`src/rtl/vga_vram_arbiter_pkg.sv`:
```
// vga_vram_arbiter_pkg: shared widths, host FSM encoding and RGB332 helpers
package vga_vram_arbiter_pkg;
    localparam int VGA_ADDR_W = 17;
    localparam int VGA_DATA_W = 8;

    typedef enum logic [1:0] {
        S_IDLE  = 2'd0,
        S_ISSUE = 2'd1,
        S_ACK   = 2'd2
    } host_state_e;

    function automatic logic [7:0] rgb332(input logic [2:0] r, input logic [2:0] g, input logic [1:0] b);
        return {r, g, b};
    endfunction
endpackage

```
`src/rtl/vga_pix_phase.sv`:
```
// vga_pix_phase: pixel phase counter 0..PIX_DIV-1 and the pixel-clock enable
module vga_pix_phase #(
    parameter int PIX_DIV = 4,
    localparam int PW = $clog2(PIX_DIV)
) (
    input  logic          clk,
    input  logic          rst,
    output logic [PW-1:0] phase,
    output logic          pix_ce
);
    logic [PW-1:0] phase_q, phase_d;

    always_comb begin
        phase_d = (phase_q == PW'(PIX_DIV - 1)) ? '0 : phase_q + 1'b1;
    end

    always_ff @(posedge clk) begin
        if (!rst) phase_q <= '0;
        else phase_q <= phase_d;
    end

    // Held low while in reset so the first enable lands on the first cycle after release
    assign phase  = phase_q;
    assign pix_ce = rst && (phase_q == '0);
endmodule

```
`src/rtl/vga_vram_arbiter.sv`:
```
// vga_vram_arbiter: time-slices one sync pixel RAM between VGA scan-out (phase 0) and a host req/ack port
module vga_vram_arbiter
    import vga_vram_arbiter_pkg::*;
#(
    parameter int PIX_DIV = 4,
    parameter int ADDR_W  = VGA_ADDR_W,
    parameter int DATA_W  = VGA_DATA_W
) (
    input  logic              clk,
    input  logic              rst,
    output logic              pix_ce,
    input  logic              disp_active,
    input  logic [ADDR_W-1:0] disp_addr,
    output logic [DATA_W-1:0] pix_data,
    input  logic              host_req,
    input  logic              host_we,
    input  logic [ADDR_W-1:0] host_addr,
    input  logic [DATA_W-1:0] host_wdata,
    output logic              host_ack,
    output logic [DATA_W-1:0] host_rdata,
    output logic              mem_en,
    output logic              mem_we,
    output logic [ADDR_W-1:0] mem_addr,
    output logic [DATA_W-1:0] mem_wdata,
    input  logic [DATA_W-1:0] mem_rdata
);
    localparam int PW = $clog2(PIX_DIV);

    logic [PW-1:0] phase;
    host_state_e   state_q, state_d;
    logic          flag_q, flag_d;
    logic [DATA_W-1:0] pix_q, pix_d, rdata_q, rdata_d;
    logic          issue, disp;

    vga_pix_phase #(.PIX_DIV(PIX_DIV)) u_phase (
        .clk    (clk),
        .rst    (rst),
        .phase  (phase),
        .pix_ce (pix_ce)
    );

    // An issue launched from the last phase would collide with the display slot, so it waits
    always_comb begin
        state_d   = (state_q == S_ISSUE) ? S_ACK
                  : (state_q == S_IDLE && host_req && phase != PW'(PIX_DIV - 1)) ? S_ISSUE : S_IDLE;
        issue     = rst && (state_q == S_ISSUE);
        disp      = pix_ce && disp_active;
        host_ack  = rst && (state_q == S_ACK);
        mem_en    = issue || disp;
        mem_we    = issue && host_we;
        mem_addr  = issue ? host_addr : disp ? disp_addr : '0;
        mem_wdata = issue ? host_wdata : '0;
        flag_d    = pix_ce ? disp_active : flag_q;
        pix_d     = (phase == PW'(1)) ? (flag_q ? mem_rdata : '0) : pix_q;
        rdata_d   = (host_ack && !host_we) ? mem_rdata : rdata_q;
    end

    always_ff @(posedge clk) begin
        if (!rst) begin
            state_q <= S_IDLE;
            flag_q  <= 1'b0;
            pix_q   <= '0;
            rdata_q <= '0;
        end else begin
            state_q <= state_d;
            flag_q  <= flag_d;
            pix_q   <= pix_d;
            rdata_q <= rdata_d;
        end
    end

    // Read data is forwarded during the ack cycle, then held by the register
    assign pix_data   = pix_q;
    assign host_rdata = rdata_d;
endmodule

```
`config.mk`:
```
export PLATFORM = sky130hd
export DESIGN_NAME = vga_vram_arbiter
export DESIGN_NICKNAME = d
export VERILOG_FILES = /design/src/rtl/vga_vram_arbiter_pkg.sv /design/src/rtl/vga_pix_phase.sv /design/src/rtl/vga_vram_arbiter.sv
export SDC_FILE = /design/constraint.sdc
export NUM_CORES = 1
export LEC_CHECK = 0
export CORE_ASPECT_RATIO = 1.75
export CORE_MARGIN = 1
export CORE_UTILIZATION = 35
export CTS_CLUSTER_SIZE = 8
export DETAILED_ROUTE_END_ITERATION = 7
export PLACE_DENSITY = 0.86
export SYNTH_ARGS = -nofsm -noshare
export SYNTH_HDL_FRONTEND = slang
export SYNTH_SLANG_ARGS = --single-unit
```
`constraint.sdc`:
```
create_clock -name clk -period 2.8 [get_ports clk]
set_input_delay 0.56 -clock clk [delete_from_list [all_inputs] [get_ports clk]]
set_output_delay 0.56 -clock clk [all_outputs]
set_load 0.01 [all_outputs]
```
==> results.sh <==
export IMPL_maxSlewHeadroom_pct=70.9
export IMPL_p_leak_nw=0.958
export IMPL_synth_area_leaders="dfxtp_1 34%, a32o_1 14%, mux2i_1 7.2%"
export IMPL_grt_pass1_wl_um=5600
export IMPL_initialDrtViolationCount=14
export IMPL_setup_viol=0
export IMPL_fin_skew_ns=0.00181
export IMPL_core_area_um2=3400
export IMPL_clkPwrFrac_pct=25.5
export IMPL_fmax_ghz=0.367
export IMPL_ant_nets=0
export IMPL_clockBufferDepth=2
export IMPL_yosys_area_top_type_share_pct=33.7
export IMPL_tns_ns=0
export IMPL_power_switching_mw=0.197
export IMPL_num_nets_final=290
export IMPL_drc=0
export IMPL_area_delta_synth_final_pct=88.5
export IMPL_gp_congestion=0.777
export IMPL_yosysUniqueCellTypes=25
export IMPL_arrival_ns=2.17
export IMPL_netSwitchingFraction_pct=25.6
export IMPL_grt_pass1_vias=1313
export IMPL_avgSynthCellArea_um2=9.32
export IMPL_overflow=0
export IMPL_syn_inst=134
export IMPL_path_max_fanout=9
export IMPL_die_area_um2=3820
export IMPL_initial_utilization_pct=36.7
export IMPL_ios=100
export IMPL_clk_pin_slew_ns=0.07
export IMPL_grt_use_total_pct=20.5
export IMPL_drv_slew=0
export IMPL_min_path_type="register to register"
export IMPL_yosys_area_top_type="dfxtp_1"
export IMPL_worst_ir_drop_vdd_v=0.000321
export IMPL_mostFrequentLayoutCells="98 x clkdlybuf4s50_1, 21 x dfxtp_1, 17 x a32o_1"
export IMPL_ys_warnings_count=0
export IMPL_p_comb_share_pct=32.9
export IMPL_port_buffers=99
export IMPL_holdBufCountCts=0
export IMPL_chipHeight_um=81.0
export IMPL_placementRows=28
export IMPL_seq_power_share_pct=41.6
export IMPL_n_fill_cell=290
export IMPL_powerDensity_nw_per_um2=328
export IMPL_cts_resized=1
export IMPL_min_period_ns=2.73
export IMPL_synth_seq_cells=21
export IMPL_finalPower_mw=0.772
export IMPL_diodes=0
export IMPL_layout_drive_gt1_share_pct=8.23
export IMPL_register_area_um2=420
export IMPL_cap_viol_max_count=0
export IMPL_cts_root_buffer="clkbuf_8"
export IMPL_dp_hpwl_um=3140
export IMPL_synth_area_um2=1250
export IMPL_avgViaCountPerCell=4.97
export IMPL_rsz0062_at_grt="no"
export IMPL_drt_pre_antenna_iters=4
export IMPL_worstSetupPathType="input pin to output port"
export IMPL_antenna_found_initial=0
export IMPL_post_route_period_util_pct=97.4
export IMPL_intPower_mw=0.575
export IMPL_ys_seq_area_share_pct=33.7
export IMPL_cts_buffers=3
export IMPL_timing_hold_ws_ns=0.468
export IMPL_status="finished, final reports clean"
export IMPL_multi_input_comb_area_um2=722
export IMPL_clock_latency_ns=0.26
export IMPL_layout_cells_non_filler=276
export IMPL_dp_cells=272
export IMPL_clock_sinks=21
export IMPL_end_kind="output port"
export IMPL_htreeDepth=1
export IMPL_grt_max_degree=29
export IMPL_route_vias_total=1373
export IMPL_post_drt_wl_per_cell_um=13.9
export IMPL_die_w_um=47.2
export IMPL_postCtsSetupBuffers=0
export IMPL_required_ns=2.24
export IMPL_routed_wirelength_um=3840
export IMPL_cts_tree="built"
export IMPL_syn_num_nets=192
export IMPL_layout_commonest_cell="clkdlybuf4s50_1"
export IMPL_worstSetupStartpointType="input pin"
export IMPL_worst_pin_slew_ns=0.436
export IMPL_finalHoldViolations=0
cell type report:
| type | count | share of cell area, % |
|---|---|---|
| Tap cell | 45 | 2.39 |
| Inverter | 10 | 1.59 |
| Clock inverter | 1 | 0.213 |
| Clock buffer | 3 | 1.75 |
| Sequential cell | 21 | 17.9 |
| Multi-Input combinational cell | 90 | 30.7 |
| Timing Repair Buffer | 106 | 45.5 |
power groups by stage:
stage	Clock [mW]	Combinational, mW	Sequential, mW
final	0.197	0.254	0.321
after floorplan	0	0.0998	0.325
after global routing	0.212	0.273	0.324
after global placement	0	0.253	0.328
after CTS	0.202	0.257	0.321
after detailed placement	0	0.256	0.328
state kept, by name, summed over array words and instances (netlist names):
register       flops
flag_q             1
pix_data           8
rdata_q            8
state_q            2
u_phase.phase      2
metrics by stage:
stage	util (%)	cell area (µm²)	setup WS [ns]
global placement	67.8	2300	-0.0263
detailed placement	67.8	2300	-0.0388
CTS	69.1	2350	0.0506
global route	69.3	2350	0.0233
finish	69.3	2350	0.0725
floorplan	-	1250	0.868
Yosys cell counts:
library cell  number
nand2b_1           9
a21boi_0           8
buf_1              1
or2_1              1
nand4bb_1          1
dfxtp_1           21
ha_1               3
nor2_1             1
mux2_2             6
buf_4              1
and2_1            10
a32o_1            17
nor2b_1            1
nand3_1            8
inv_1             10
clkbuf_1           3
mux2_4             2
and3b_1            3
and4b_1            1
mux2i_1            9
buf_6              1
nor3b_1            1
buf_2              7
and3_1             1
nand2_1            8
critical path: stages:
cell and delay, ns:
clkdlybuf4s50_1 0.48, nand4bb_1 0.15, buf_6 0.16, mux2_2 0.34, clkdlybuf4s50_1 0.48
routing by layer:
layer / GRT usage [%] / routed length [µm]
met5: 0 / 0
met2: 40.4 / 1960
met4: 6.86 / 40
met1: 17.1 / 1290
met3: 7.56 / 546
kinds of logic (layout without fill, tap and decap cells):
| family | Yosys count | after routing | share of synthesized area (%) |
|---|---|---|---|
| AND/OR/NAND/NOR | 45 | 45 | 21.3 |
| flip-flops | 21 | 21 | 33.7 |
| multiplexers | 17 | 17 | 15.0 |
| AO/OA/AOI/OAI | 25 | 25 | 18.4 |
| buffers and inverters | 23 | 120 | 8.52 |
| adder cells (fa/ha/maj) | 3 | 3 | 3.01 |
path summary, 6_finish.rpt:
kind / startpoint / to / slack (ns) / cells past startpoint
setup / recovery: host_we / host_rdata[1] / 0.07 / 5
hold / removal: rdata_q[4] / rdata_q[4] / 0.47 / 2
hold reg to reg: rdata_q[4] / rdata_q[4] / 0.47 / 2
setup reg to reg: u_phase.phase[0] / pix_data[1] / 1.53 / 3
Note: power is estimated with default switching activity, not from simulation.
